File: src/rtl/irq_pkg.sv
// Shared definitions for the interrupt request-capture stage: channel count,
// handshake FSM encoding and holdoff counter width.
package irq_pkg;

  localparam int NUM_CH = 4;
  localparam int CNT_W  = 4;

  typedef enum logic [1:0] {
    IDLE = 2'd0,
    REQ  = 2'd1,
    HOLD = 2'd2
  } irq_state_e;

endpackage

File: src/rtl/sync_edge_det.sv
// One request channel: SYNC_STAGES-deep synchroniser followed by an edge or
// level event detector.
module sync_edge_det #(
  parameter int SYNC_STAGES = 2,
  parameter int EDGE_MODE   = 1
) (
  input  logic clk,
  input  logic rst_n,
  input  logic irq_async,
  output logic evt
);

  logic [SYNC_STAGES-1:0] sync_q;
  logic                   sync_d1;
  logic [SYNC_STAGES:0]   arm_q;
  logic                   sync_v;

  assign sync_v = sync_q[SYNC_STAGES-1];

  always_ff @(posedge clk) begin
    if (!rst_n) begin
      sync_q  <= '0;
      sync_d1 <= 1'b0;
      arm_q   <= '0;
    end else begin
      sync_q  <= {sync_q[SYNC_STAGES-2:0], irq_async};
      sync_d1 <= sync_v;
      arm_q   <= {arm_q[SYNC_STAGES-1:0], 1'b1};
    end
  end

  // Edges are only trusted once both sync_v and sync_d1 hold post-reset samples,
  // so a line held high through reset does not look like a fresh rising edge.
  assign evt = (EDGE_MODE != 0) ? (sync_v & ~sync_d1 & arm_q[SYNC_STAGES]) : sync_v;

endmodule

File: src/rtl/irq_pending_latch4.sv
// Request-capture stage for the 4:2 priority encoder: synchronised events set
// sticky pending bits, which are presented masked under a valid/ack handshake.
import irq_pkg::*;

module irq_pending_latch4 #(
  parameter int SYNC_STAGES    = 2,
  parameter int EDGE_MODE      = 1,
  parameter int HOLDOFF_CYCLES = 2
) (
  input  logic       clk,
  input  logic       rst_n,
  input  logic [3:0] irq_in,
  input  logic [3:0] mask,
  input  logic       ack,
  input  logic [1:0] ack_idx,
  input  logic       clr_all,
  output logic [3:0] pend,
  output logic       enc_en,
  output logic       irq_valid,
  output logic [3:0] ovf
);

  localparam logic [CNT_W-1:0] HOLD_LOAD = CNT_W'(HOLDOFF_CYCLES);

  logic [NUM_CH-1:0] evt;
  logic [NUM_CH-1:0] clr_vec;
  logic [NUM_CH-1:0] pend_reg;
  logic [NUM_CH-1:0] ovf_reg;
  logic [NUM_CH-1:0] masked;
  irq_state_e        state;
  logic [CNT_W-1:0]  hold_cnt;
  logic              valid_q;

  for (genvar i = 0; i < NUM_CH; i++) begin : g_ch
    sync_edge_det #(
      .SYNC_STAGES(SYNC_STAGES),
      .EDGE_MODE  (EDGE_MODE)
    ) u_sync (
      .clk      (clk),
      .rst_n    (rst_n),
      .irq_async(irq_in[i]),
      .evt      (evt[i])
    );
  end

  // Handshake: irq_valid is high exactly in REQ; the consumer samples pend only
  // then, and an ack is honoured only in REQ, clearing bit ack_idx that cycle.
  always_comb begin
    clr_vec = '0;
    for (int i = 0; i < NUM_CH; i++) begin
      clr_vec[i] = ack && (state == REQ) && (ack_idx == 2'(i));
    end
  end

  assign masked = pend_reg & ~mask;

  // A new event beats a same-cycle clear so it is never lost.
  always_ff @(posedge clk) begin
    if (!rst_n || clr_all) begin
      pend_reg <= '0;
      ovf_reg  <= '0;
    end else begin
      pend_reg <= (pend_reg & ~clr_vec) | evt;
      ovf_reg  <= ovf_reg | (evt & pend_reg & ~clr_vec);
    end
  end

  always_ff @(posedge clk) begin
    if (!rst_n) begin
      state    <= IDLE;
      hold_cnt <= '0;
      valid_q  <= 1'b0;
    end else begin
      case (state)
        IDLE: begin
          if (|masked) begin
            state   <= REQ;
            valid_q <= 1'b1;
          end
        end
        REQ: begin
          if (ack) begin
            valid_q <= 1'b0;
            if (HOLD_LOAD == '0) begin
              state <= IDLE;
            end else begin
              state    <= HOLD;
              hold_cnt <= HOLD_LOAD;
            end
          end else if (clr_all || !(|masked)) begin
            state   <= IDLE;
            valid_q <= 1'b0;
          end
        end
        HOLD: begin
          hold_cnt <= hold_cnt - 1'b1;
          if (hold_cnt <= CNT_W'(1)) begin
            state <= IDLE;
          end
        end
        default: begin
          state   <= IDLE;
          valid_q <= 1'b0;
        end
      endcase
    end
  end

  assign pend      = masked;
  assign irq_valid = valid_q;
  assign enc_en    = valid_q;
  assign ovf       = ovf_reg;

endmodule

File: config.mk
export PLATFORM = sky130hd
export DESIGN_NAME = irq_pending_latch4
export DESIGN_NICKNAME = d
export VERILOG_FILES = /design/src/rtl/irq_pkg.sv /design/src/rtl/sync_edge_det.sv /design/src/rtl/irq_pending_latch4.sv
export SDC_FILE = /design/constraint.sdc
export NUM_CORES = 1
export LEC_CHECK = 0
export BUFFER_PORTS_ARGS = -buffer_cell sky130_fd_sc_hd__buf_4
export CORE_ASPECT_RATIO = 0.8
export CORE_MARGIN = 3
export CORE_UTILIZATION = 51
export DETAILED_ROUTE_END_ITERATION = 6
export GPL_TIMING_DRIVEN = 0
export PLACE_DENSITY = 0.75
export SETUP_SLACK_MARGIN = 0.5
export SYNTH_ARGS = -nofsm -noshare
export SYNTH_HDL_FRONTEND = slang
export SYNTH_SLANG_ARGS = --single-unit
File: constraint.sdc
create_clock -name clk -period 1.5 [get_ports clk]
set_clock_uncertainty 0.1 [all_clocks]
set_input_delay 0.15 -clock clk [delete_from_list [all_inputs] [get_ports clk]]
set_output_delay 0.15 -clock clk [all_outputs]
set_load 0.01 [all_outputs]
# == Word level (Yosys, flattened, before mapping) ==
# Cells that the tools add are included.
# op_classes
n_mux,15
n_addsub,1
n_eq_ne,9
n_reduce_logical,16
magnitude_cmp,1
bitwise_logic,21
# ops
cell,n
AND 4 bit,4
AND 1 bit,8
2-to-1 mux 2 bit,4
inverter 4 bit,2
bitwise OR 4 bit,2
one-hot mux 4 bit (2 select lines),1
2-to-1 mux 1 bit,7
"== test 2 bit, second input constant",3
"!= test 2 bit, second input constant",3
one-hot mux 2 bit (3 select lines),1
AND reduction 3 bit,2
logical AND 1 bit,5
inverter 1 bit,5
"== test 2 x 1 -> 1 bit, second input constant",2
"less-or-equal comparator 4 x 1 -> 1 bit, second input constant",1
logical NOT 2 bit,2
2-to-1 mux 4 bit,1
OR reduction 4 bit,1
"subtractor 4 x 1 -> 4 bit, second input constant",1
"!= test 3 x 2 -> 1 bit, second input constant",1
one-hot mux 1 bit (3 select lines),1
logical NOT 1 bit,2
logical OR 1 bit,2
AND reduction 2 bit,1
nonzero test 2 bit,1
# totals
out_inout_bits,10
in_bits,14
reg_bits,39
wordCells,84

# == Longest topological paths before layout ==
# Gate-level depths: netlist (run 1).
# depth
depth_word,8
mapped_depth,6
mapped_depth_nobuf,6

# == Hierarchy ==
# Synthesis (run 1) repeated with hierarchy kept, for this count alone.
# hier_totals
hier_cells,132
hier_area_um2,1388.8
# by_module_without_submodules
module,cells_per_inst,instances,seq_area_each_um2,area_each_um2
irq_pending_latch4,84,1,300.3,748.2
sync_edge_det,12,4,120.1,160.2

# == Worst setup path after synthesis (run 1) ==
# No wires, ideal clock.
# synth_timing
path_kind,reg2reg
startpoint,reg pend_reg[2]
endpoint,"reg valid_q, in the netlist enc_en"
path_slack_ns,0.238
synth_period_minus_slack_ns,1.262
path_stages_with_launch,5
t_required_ns,1.283
t_arrival_ns,1.046
path_buffers,0
setup_ns,0.117
cell_sequence,dfxtp_1 > nor2b_1 > nor4_4 > nor2_2 > a22o_1
# synth_between
elab_chain_cells,6
word_cells_on_any_way,7
cone_classes,2 x eq/ne; 1 x bitwise; 4 x reduce/logical
# synth_rtl
item,line_no,source
"start, declared",irq_pending_latch4.sv:27,logic [NUM_CH-1:0] pend_reg;
"start signal, assigned",irq_pending_latch4.sv:63,pend_reg <= (pend_reg & ~clr_vec) | evt;
AND 4 bit (*),irq_pending_latch4.sv:55,assign masked = pend_reg & ~mask;
via pend[2],irq_pending_latch4.sv:17,"output logic [3:0] pend,"
OR reduction 4 bit (*),"irq_pending_latch4.sv:76, irq_pending_latch4.sv:90",
logical NOT 1 bit,irq_pending_latch4.sv:90,end else if (clr_all || !(|masked)) begin
logical OR 1 bit,irq_pending_latch4.sv:90,
!= test 3 x 2 -> 1 bit (no source line),n/a,
AND reduction 3 bit (no source line) (*),n/a,
"end signal, assigned",irq_pending_latch4.sv:83,valid_q <= 1'b0;
"end signal, assigned",irq_pending_latch4.sv:92,valid_q <= 1'b0;
"end signal, assigned",irq_pending_latch4.sv:103,valid_q <= 1'b0;
"end, declared",irq_pending_latch4.sv:32,logic valid_q;
# The timed path passes the listed nets; every way through them passes the cells marked *.
# A chain may end at the register's enable or synchronous reset.

# == Final worst setup path (run 1) ==
# layout_timing
startpoint,reg hold_cnt[0]
endpoint,reg state[1]
# layout_between
elab_chain_cells,3
# layout_rtl
item,line_no,source
"start, declared",irq_pending_latch4.sv:31,logic [CNT_W-1:0] hold_cnt;
"start signal, assigned",irq_pending_latch4.sv:96,hold_cnt <= hold_cnt - 1'b1;
less-or-equal comparator 4 x 1 -> 1 bit,irq_pending_latch4.sv:97,if (hold_cnt <= CNT_W'(1)) begin
!= test 2 bit (no source line),n/a,
AND reduction 3 bit (no source line),n/a,
"end signal, assigned",irq_pending_latch4.sv:91,state <= IDLE;
"end signal, assigned",irq_pending_latch4.sv:98,state <= IDLE;
"end signal, assigned",irq_pending_latch4.sv:102,state <= IDLE;
"end, declared",irq_pending_latch4.sv:30,irq_state_e state;
# No other way between the ends.

==> run_results.csv, run 1 <==
group,metric,value,unit
cells_and_area,fin_util,86.2,%
routing,via_count,995,
floorplanning,die_w,58.4,microns
cells_and_area,syn_to_final_growth,52.2,%
cells_and_area,largest_reg_flops,8,
cells_and_area,final_cell_mix,"buf_4 (27), dfxtp_1 (18), and2_1 (15)",
placement,placedInstanceArea,1380,sq um
critical_path,r2r-start,"hold_cnt[0]",
cells_and_area,fillCellCount,118,
sta,rsz0062_at_grt,"yes",
placement,place_congestion,0.666,
critical_path,rrSetupSlack,0.22,ns
cells_and_area,regMostFlops,"g_ch.u_sync.sync_q",
logic_synthesis,synth.avg_cell_area,9.50,sq um
pwr,switching_share,23.4,%
sta,hold_viol,0,
global_route,overflow,0,
min_path,hold_start,"ack_idx[1]",
min_path,hold_path_depth,4,
clock_tree,cts-root-buf,"clkbuf_4",
pwr,intPower,1.09,mW
critical_path,required,1.67,ns
logic_synthesis,synth_top_area_cell,"dfxtp_1",
clock_tree,cts_buffers,5,
sta,drv_slew,0,
sta,finalSetupViolations,0,
cells_and_area,nets,183,
routing,route.met3.wl,178,microns
cells_and_area,final_cell_area,1710,sq um
routing,first_iter_violations,35,
routing,dr.max_layer_used,"met4",
clock_tree,clockBufferDepth,2,
pwr,leakage,0.713,nW
logic_synthesis,synth-seq-cells,30,
logic_synthesis,synth_cell_types,29,
pwr,p_seq_share,57.5,%
global_route,grt_pass1_vias,858,
sta,min_period,1.28,ns
placement,detailedPlacementHpwl,1530,microns
logic_synthesis,netlist_area,1120,sq um
placement,place_ws,0.218,ns
logic_synthesis,ys_warn_count,0,
pwr,switchingPower,332,uW
placement,port_buffers,23,
cells_and_area,antenna_cells,0,
critical_path,path_class,"reg2reg",
min_path,hold_path.class,"in2reg",
critical_path,worstSetupEndpointType,"register",
sta,layout_worst_path_cycle_share,85.4,%
global_route,grt_first_pass_wirelength,3790,microns
global_route,antenna_found_initial,0,
clock_tree,clk_pin_slew_worst_paths,0.10,ns
logic_synthesis,syn_inst,118,
sta,max_freq,781,MHz
floorplanning,start_util,56.6,%
clock_tree,cts_tree,"yes",
routing,drt-total-wl,2780,microns
logic_synthesis,synth_top_area_share,53.6,%
critical_path,r2r-end,"state[1]",
routing,drc,2,
critical_path,reg2reg_depth,6,
routing,wl_met2,1460,microns
floorplanning,die_h,47.9,microns
routing,ant_nets,0,
routing,avgViaCountPerCell,5.18,
flow_run,drv_cap,0,
floorplanning,ioPinCount,24,
pwr,peakVddDrop,0.723,mV
pwr,comb_power_share,6.2,%
logic_synthesis,synth.area.top_cells,"dfxtp_1 (54%), and2_1 (8.4%), nor2_1 (5.0%)",
clock_tree,clock-sinks,30,
floorplanning,core,1980,sq um
pwr,power.total,1.42,mW
sta,worst_slack,0.219,ns
routing,wire_per_inst,14.5,microns
sta,worst_pin_slew,0.369,ns
floorplanning,std_cell_rows,14,
critical_path,crit_fanout,5,
sta,relSlewSlack,75.4,%
pwr,power.density,831,nW/um^2
pwr,clkPwrFrac,36.3,%
status,violations,"design-rule violations",
clock_tree,htree_levels,2,
clock_tree,clock_latency,0.33,ns
cells_and_area,final_common_cell,"buf_4",
critical_path,critPathLaunchType,"register",
status,status,"finished, violations left",
cells_and_area,drive_above_1_share,50.0,%
critical_path,arrival,1.45,ns
floorplanning,die_area,2800,sq um
global_route,grt_max_degree,11,
global_route,grt_usage,19.7,%
min_path,hold_end,"pend_reg[3]",
logic_synthesis,synth_nets,134,
logic_synthesis,synth_seq_area_share,53.6,%
routing,dr.pass1.iters,6,
sta,tns,0,ns
routing,wl_met1,1100,microns
-- timing repair --
action | CTS | global route
setup endpoints to repair | 25 | 25
hold buffers | 6 | 0
buffers inserted | 9 | 4
hold endpoints to repair | 8 | 0
pin swaps | 4 | 7
resized for setup | 24 | 11
-- metrics by stage --
step	hold WS [ns]	cells
floorplan	0.0777	118
global placement	0.227	165
detailed placement	0.230	165
CTS	0.0541	188
global route	0.0644	192
finish	0.0678	192
-- kinds of logic after synthesis --
logic type / Yosys count / synth area share (%)
multiplexers: 1 / 1.00
adder cells (fa/ha/maj): 2 / 2.23
AO/OA/AOI/OAI: 18 / 9.04
flip-flops: 30 / 53.6
buffers and inverters: 9 / 3.35
AND/OR/NAND/NOR: 58 / 30.8
-- Yosys cell counts --
library cell and n:
a21oi_1 10, a21oi_2 1, a22o_1 1, a31oi_1 2, and2_1 15, and3b_2 1, and4_2 1, buf_1 1
buf_4 1, clkbuf_1 1, dfxtp_1 30, ha_1 2, inv_1 6, mux2_2 1, nand2_1 6, nand2b_1 1
nand3_1 2, nand3b_1 5, nand3b_2 1, nor2_1 15, nor2_2 1, nor2b_1 4, nor3_1 2, nor4_1 1
nor4_4 1, o21ai_0 3, o22ai_1 1, or2b_1 1, or3_4 1
-- area by class of cell --
type / count / area, sq um / share of cell area (%)
Clock inverter: 2 / 11.3 / 0.660
Sequential cell: 30 / 623 / 36.5
Tap cell: 24 / 30.0 / 1.76
Clock buffer: 6 / 51.3 / 3.01
Inverter: 6 / 22.5 / 1.32
Buffer: 3 / 15.0 / 0.880
Timing Repair Buffer: 42 / 368 / 21.6
Multi-Input combinational cell: 79 / 586 / 34.3
-- critical path, stage by stage, from the launching register on --
cell     delay [ns]
dfxtp_4        0.39
inv_2          0.05
ha_4           0.16
nor2_1         0.13
nor3_1         0.06
o21ai_1        0.17
and2_1         0.16
-- how the worst max path moves through the flow --
stage | start | end | depth (start not counted)
2_1_floorplan | pend_reg[3] | enc_en | 4
3_3_place_gp | pend_reg[3] | enc_en | 4
3_5_place_dp | pend_reg[3] | enc_en | 4
4_1_cts | pend_reg[2] | enc_en | 4
5_1_grt | hold_cnt[1] | state[1] | 6
6_report | hold_cnt[0] | state[1] | 6
-- power by group through the flow --
stage / clock (mW) / sequential, mW / combinational (mW)
after global routing: 0.564 / 0.817 / 0.0962
after global placement: 0 / 0.837 / 0.0662
after detailed placement: 0 / 0.838 / 0.0677
after CTS: 0.521 / 0.815 / 0.0836
final: 0.515 / 0.815 / 0.0881
after floorplan: 0 / 0.836 / 0.0269
-- routing by layer --
| metal | track usage (%) | vias up |
|---|---|---|
| met5 | 0 | - |
| met4 | 11.1 | 0 |
| met3 | 6.74 | 5 |
| met2 | 34.1 | 36 |
| met1 | 21.8 | 463 |
| li1 | - | 491 |
Note: power is estimated with default switching activity, not from simulation.
==> inputs of run 2 (changes only) <==
--- a/config.mk
+++ b/config.mk
@@ -5,13 +5,14 @@
 export SDC_FILE = /design/constraint.sdc
 export NUM_CORES = 1
 export LEC_CHECK = 0
+export ABC_AREA = 1
 export BUFFER_PORTS_ARGS = -buffer_cell sky130_fd_sc_hd__buf_4
 export CORE_ASPECT_RATIO = 0.8
 export CORE_MARGIN = 3
-export CORE_UTILIZATION = 51
+export CORE_UTILIZATION = 52
 export DETAILED_ROUTE_END_ITERATION = 6
 export GPL_TIMING_DRIVEN = 0
-export PLACE_DENSITY = 0.75
+export PLACE_DENSITY = 0.77
 export SETUP_SLACK_MARGIN = 0.5
 export SYNTH_ARGS = -nofsm -noshare
 export SYNTH_HDL_FRONTEND = slang
==> run 2 against run 1 <==
The flow now finishes without violations. Clock power hardly changed. Non-clock buffer count is 2 higher. Combinational power increased by 23%. First-iteration DRC count grew to 2.7 times the previous value. Hold slack lost 0.0015 ns. Maximum frequency grew 2.2%. Largest cell class unchanged.
==> run_results.csv, run 2 <==
group,metric,value,unit
min_path,hold_path_depth,4,
routing,via_count,1287,
cells_and_area,multi_input_area,599,sq um
min_path,hold_path.class,"in2reg",
sta,drv_slew,0,
min_path,hold_end,"pend_reg[3]",
critical_path,required,1.64,ns
logic_synthesis,synthTopCellsByCount,"inv_1 (36), nand2_1 (33), dfxtp_1 (30), a21oi_1 (13), nor2_1 (13)",
sta,max_freq,798,MHz
placement,place_congestion,0.756,
floorplanning,std_cell_rows,14,
critical_path,worstSetupEndpointType,"register",
global_route,overflow,0,
cells_and_area,fillCellCount,57,
cells_and_area,syn_to_final_growth,64.3,%
logic_synthesis,synth_nets,168,
logic_synthesis,synth_top_area_share,52.7,%
clock_tree,cts_buffers,5,
cells_and_area,final_common_cell,"inv_1",
critical_path,critPathLaunchType,"register",
placement,port_buffers,23,
floorplanning,start_util,57.6,%
floorplanning,die_area,2790,sq um
cells_and_area,regMostFlops,"g_ch.u_sync.sync_q",
routing,wl_met1,1520,microns
cells_and_area,nets,219,
cells_and_area,largest_reg_flops,8,
global_route,antenna_found_initial,0,
sta,tns,0,ns
sta,layout_worst_path_cycle_share,83.5,%
placement,dp_cells,199,
logic_synthesis,ys_warn_count,0,
routing,route.met3.wl,510,microns
logic_synthesis,synth_cell_types,19,
critical_path,crit_fanout,6,
clock_tree,clk_pin_slew_worst_paths,0.10,ns
logic_synthesis,syn_inst,152,
routing,avgViaCountPerCell,5.64,
global_route,grt_max_degree,11,
clock_tree,htree_levels,2,
floorplanning,ioPinCount,24,
critical_path,rrSetupSlack,0.25,ns
logic_synthesis,async_flop_share,0,%
global_route,grt_first_pass_wirelength,4810,microns
routing,dr.max_layer_used,"met4",
clock_tree,cts-root-buf,"clkbuf_4",
flow_run,drv_cap,0,
logic_synthesis,synth_ff_type,"dfxtp_1",
routing,drc,0,
pwr,power.density,771,nW/um^2
sta,hold_viol,0,
cells_and_area,antenna_cells,0,
critical_path,arrival,1.39,ns
critical_path,reg2reg_depth,5,
clock_tree,clockBufferDepth,2,
routing,ant_nets,0,
logic_synthesis,synth_top_area_cell,"dfxtp_1",
logic_synthesis,synth.avg_cell_area,7.50,sq um
cells_and_area,fin_cells,228,
global_route,grt_pass1_vias,1084,
sta,relSlewSlack,71.5,%
sta,worst_pin_slew,0.426,ns
placement,detailedPlacementHpwl,1470,microns
status,status,"finished clean",
floorplanning,core,1980,sq um
clock_tree,cts_tree,"yes",
routing,wire_per_inst,19.0,microns
routing,first_iter_violations,96,
clock_tree,clock_latency,0.34,ns
global_route,grt_usage,24.8,%
logic_synthesis,synth_most_common_cell,"inv_1",
logic_synthesis,synth.area.top_cells,"dfxtp_1 (53%), inv_1 (12%), nand2_1 (11%)",
pwr,leakage,0.879,nW
min_path,hold_start,"ack_idx[0]",
sta,min_period,1.25,ns
logic_synthesis,synth_edf_count,0,
sta,finalSetupViolations,0,
pwr,peakVddDrop,0.981,mV
cells_and_area,regArea,624,sq um
logic_synthesis,synth_seq_area_share,52.7,%
routing,wl_met2,2080,microns
floorplanning,die_h,47.9,microns
critical_path,r2r-start,"state[1]",
critical_path,r2r-end,"hold_cnt[3]",
critical_path,path_class,"reg2reg",
routing,drt-total-wl,4330,microns
sta,rsz0062_at_grt,"yes",
logic_synthesis,synth-seq-cells,30,
cells_and_area,final_cell_mix,"inv_1 (29), nand2_1 (28), buf_4 (27)",
routing,dr.pass1.iters,5,
logic_synthesis,netlist_area,1140,sq um
cells_and_area,drive_above_1_share,52.0,%
floorplanning,die_w,58.3,microns
clock_tree,clock-sinks,30,
[run 2: cell count changes in the layout (fill, tap and decap cells not counted), sizes merged, moves of 3 or more]
cell / change
nor2b: -4
nand3b: -6
inv: +30
nand3: +8
and2: -15
nand2: +27
buf: +3
[run 2: cell type report]
type                    count  area share (%)
repair buffers             44            20.7
flip-flops and latches     30            33.3
inverters                  37            8.08
clock inverters             1           0.267
plain buffers               3            1.07
well taps                  24            1.60
clock buffers               7            2.94
multi-input cells          82            32.0
[run 2: cells by family (layout without fill, tap and decap cells)]
group	Yosys count	after routing	synth area share, %
buffers and inverters	40	92	13.6
and+or+nand+nor	59	59	21.6
AOI/OAI and AO/OA	21	21	9.88
adders and majority gates	2	2	2.20
DFF	30	30	52.7
[run 2: report_power, final]
group	internal, mW	switching [mW]	total [mW]
Clock	0.227	0.291	0.518
Combinational	0.0480	0.0597	0.108
Sequential	0.809	0.0104	0.819
[run 2: timing repair]
action,CTS,global route
hold buffers,5,0
pin swaps,13,19
setup endpoints to repair,24,25
gates resized for setup,49,33
hold endpoints to repair,5,0
buffers inserted,10,6
[run 2: routing by layer]
metal  global-route usage [%]  vias to the layer above
li1                         -                      560
met1                     25.3                      589
met2                     42.5                      114
met3                     8.36                       24
met4                     21.3                        0
met5                        0                        -
[run 2: metrics by stage]
stage	total power [mW]	cell area, sq um	worst slack, ns	hold WS, ns	utilization [%]
finish	1.45	1870	0.247	0.0663	94.6
global route	1.49	1870	0.150	0.0690	94.6
CTS	1.41	1710	0.369	0.0476	86.2
detailed placement	0.906	1370	0.340	0.172	69.0
global placement	0.903	1370	0.368	0.168	69.0
floorplan	0.868	1160	0.486	0.0777	-
[run 2: worst max-delay path: stages, from the launching register on]
cell and delay (ns):
dfxtp_2 0.38, inv_4 0.06, nor2_4 0.21, nand3_2 0.15
o21ai_2 0.18, a21oi_1 0.05
[run 2: worst max path at each step]
stage / startpoint / slack (ns) / end
floorplan: hold_cnt[1] / 0.49 / state[1]
global placement: state[1] / 0.37 / hold_cnt[1]
detailed placement: state[1] / 0.34 / hold_cnt[1]
CTS: enc_en / 0.37 / irq_valid
global route: hold_cnt[0] / 0.15 / state[1]
finish: state[1] / 0.25 / hold_cnt[3]
==> inputs of run 3 (changes only) <==
--- a/config.mk
+++ b/config.mk
@@ -9,10 +9,10 @@
 export BUFFER_PORTS_ARGS = -buffer_cell sky130_fd_sc_hd__buf_4
 export CORE_ASPECT_RATIO = 0.8
 export CORE_MARGIN = 3
-export CORE_UTILIZATION = 52
+export CORE_UTILIZATION = 47
 export DETAILED_ROUTE_END_ITERATION = 6
 export GPL_TIMING_DRIVEN = 0
-export PLACE_DENSITY = 0.77
+export PLACE_DENSITY = 0.73
 export SETUP_SLACK_MARGIN = 0.5
 export SYNTH_ARGS = -nofsm -noshare
 export SYNTH_HDL_FRONTEND = slang
==> constraint.sdc (replaced) <==
create_clock -name clk -period 1.1 [get_ports clk]
set_clock_uncertainty 0.1 [all_clocks]
set_input_delay 0.11 -clock clk [delete_from_list [all_inputs] [get_ports clk]]
set_output_delay 0.11 -clock clk [all_outputs]
set_load 0.01 [all_outputs]
==> run 3 against run 2 <==
The run now ends with negative hold slack, negative setup slack left. Wire length fell by 25%. Sequential share of layout area up 1.6 points. Critical path depth stayed put. Flip-flop and latch count unchanged. Sequential power rose by 37%. Via count is 13% lower.
==> run_results.csv, run 3 (synthesized netlist as in run 2, its figures left out) <==
group,metric,value,unit
pwr,leakage,0.867,nW
clock_tree,clockBufferDepth,2,
routing,wire_per_inst,14.8,microns
sta,whs,-0.197,ns
cells_and_area,final_common_cell,"inv_1",
sta,rsz0062_at_grt,"yes",
critical_path,critPathLaunchType,"register",
critical_path,slowest_delay,0.35,ns
floorplanning,die_w,61.1,microns
clock_tree,cts_buffers,5,
critical_path,crit_fanout,2,
clock_tree,cts-root-buf,"clkbuf_4",
floorplanning,die_h,50.0,microns
routing,via_count,1117,
sta,min_period,1.26,ns
cells_and_area,fin_util,80.6,%
cells_and_area,final_cell_area,1800,sq um
sta,worst_pin_slew,0.368,ns
global_route,antenna_found_initial,0,
clock_tree,clock-sinks,30,
critical_path,required,1.25,ns
routing,drt-total-wl,3250,microns
status,status,"finished, violations left",
cells_and_area,fillCellCount,126,
placement,port_buffers,23,
critical_path,worstSetupEndpointType,"register",
placement,place_congestion,0.699,
critical_path,crit_chain,"inv_2 > ha_1 > o211ai_1 > nand2_1 > a21oi_2",
cells_and_area,antenna_cells,0,
sta,layout_worst_path_cycle_share,115,%
global_route,grt_usage,17.2,%
critical_path,path_class,"reg2reg",
flow_run,drv_cap,0,
placement,placedInstanceArea,1390,sq um
clock_tree,clk_pin_slew_worst_paths,0.09,ns
min_path,hold_path.class,"in2reg",
sta,hold_viol,5,
floorplanning,start_util,51.0,%
global_route,grt_max_degree,11,
global_route,grt_first_pass_wirelength,3810,microns
floorplanning,ioPinCount,24,
routing,first_iter_violations,35,
pwr,peakVddDrop,0.844,mV
routing,drc,0,
global_route,overflow,0,
routing,avgViaCountPerCell,5.08,
sta,drv_slew,0,
critical_path,arrival,1.41,ns
cells_and_area,regMostFlops,"g_ch.u_sync.sync_q",
clock_tree,clock_latency,0.32,ns
floorplanning,die_area,3060,sq um
sta,max_freq,792,MHz
placement,detailedPlacementHpwl,1440,microns
status,violations,"negative hold slack, negative setup slack",
cells_and_area,nets,211,
sta,finalSetupViolations,13,
cells_and_area,syn_to_final_growth,57.8,%
cells_and_area,final_cell_mix,"inv_1 (29), nand2_1 (26), buf_4 (23)",
pwr,power.density,1130,nW/um^2
routing,dr.pass1.iters,4,
cells_and_area,drive_above_1_share,53.8,%
global_route,grt_pass1_vias,904,
floorplanning,core,2230,sq um
critical_path,crit_slowest_cell,"dfxtp_2",
clock_tree,htree_levels,2,
routing,ant_nets,0,
critical_path,cp_num_buf_inv,1,
critical_path,critical-path-top-delay-family,"compound AO/OA/AOI/OAI gates",
clock_tree,cts_tree,"yes",
floorplanning,std_cell_rows,15,
sta,relSlewSlack,75.4,%
sta,worst_slack,-0.162,ns
cells_and_area,largest_reg_flops,8,
[run 3: changes by cell type in the layout (fill, tap and decap cells not counted), moves of 2 or more]
cell / previous run / this run
dfxtp_1: 17 / 11
buf_4: 27 / 23
nor2_2: 4 / 2
nand2_4: 1 / 3
inv_2: 4 / 6
dlygate4sd3_1: 5 / 0
clkbuf_1: 2 / 0
nand2_1: 28 / 26
inv_4: 3 / 1
dfxtp_2: 10 / 17
a21oi_1: 2 / 6
nor2_1: 8 / 10
a21oi_2: 11 / 7
[run 3: stage by stage]
step / hold slack [ns] / std cells / setup slack (ns) / total power, mW / TNS [ns]
after floorplan: 0.0377 / 152 / 0.0865 / 1.19 / 0
after global placement: 0.128 / 200 / -0.0237 / 1.23 / -0.0237
after detailed placement: 0.132 / 200 / -0.0248 / 1.24 / -0.0648
after CTS: -0.203 / 217 / 0.0000298 / 2.03 / 0
after global routing: -0.222 / 220 / -0.193 / 2.11 / -1.23
final: -0.197 / 220 / -0.162 / 2.03 / -0.668
[run 3: layer usage]
metal	share of wire [%]	global-route usage, %
met5	0	0
met1	41	19.8
met4	2.6	6.50
met2	51	28.9
met3	5.3	5.50
[run 3: power by group]
part	internal, mW	switching (mW)	total (mW)
Sequential	1.11	0.0109	1.12
Combinational	0.0530	0.0682	0.121
Clock	0.437	0.358	0.795
Total	1.60	0.437	2.03
[run 3: cell type report]
cell class                 instances  area (sq um)  area share (%)
inverter                          37           146            8.14
sequential                        30           629            35.0
clock buffer                       7          76.3            4.24
tap                               25          31.3            1.74
multi-input combinational         82           576            32.0
timing repair buffer              36           319            17.7
buffer                             3          21.3            1.18
[run 3: worst reg2reg max path, delay by kind of cell, from the launching register on]
kind / cells / cell delay, ns
compound gates: 2 / 0.39
simple gates: 1 / 0.13
flops: 1 / 0.35
fa+ha+maj: 1 / 0.18
buf+inv: 1 / 0.05
[run 3: repair_timing]
action                                  4_1_cts  5_1_grt
pin swaps                                     9       17
buffers inserted                             10        3
endpoints found under the hold margin         5        5
gates resized for setup                      34       30
gates cloned                                  0        0
endpoints found under the setup margin       29       33
[run 3: final timing paths]
path,startpoint,endpoint,slack [ns],depth (start not counted)
setup reg to reg,hold_cnt[1],state[1],-0.16,5
hold / removal,rst_n,g_ch[2].u_sync.arm_q[0],-0.20,1
setup / recovery,hold_cnt[1],state[1],-0.16,5
hold reg to reg,g_ch[1].u_sync.sync_q[0],g_ch[1].u_sync.sync_q[1],0.32,2
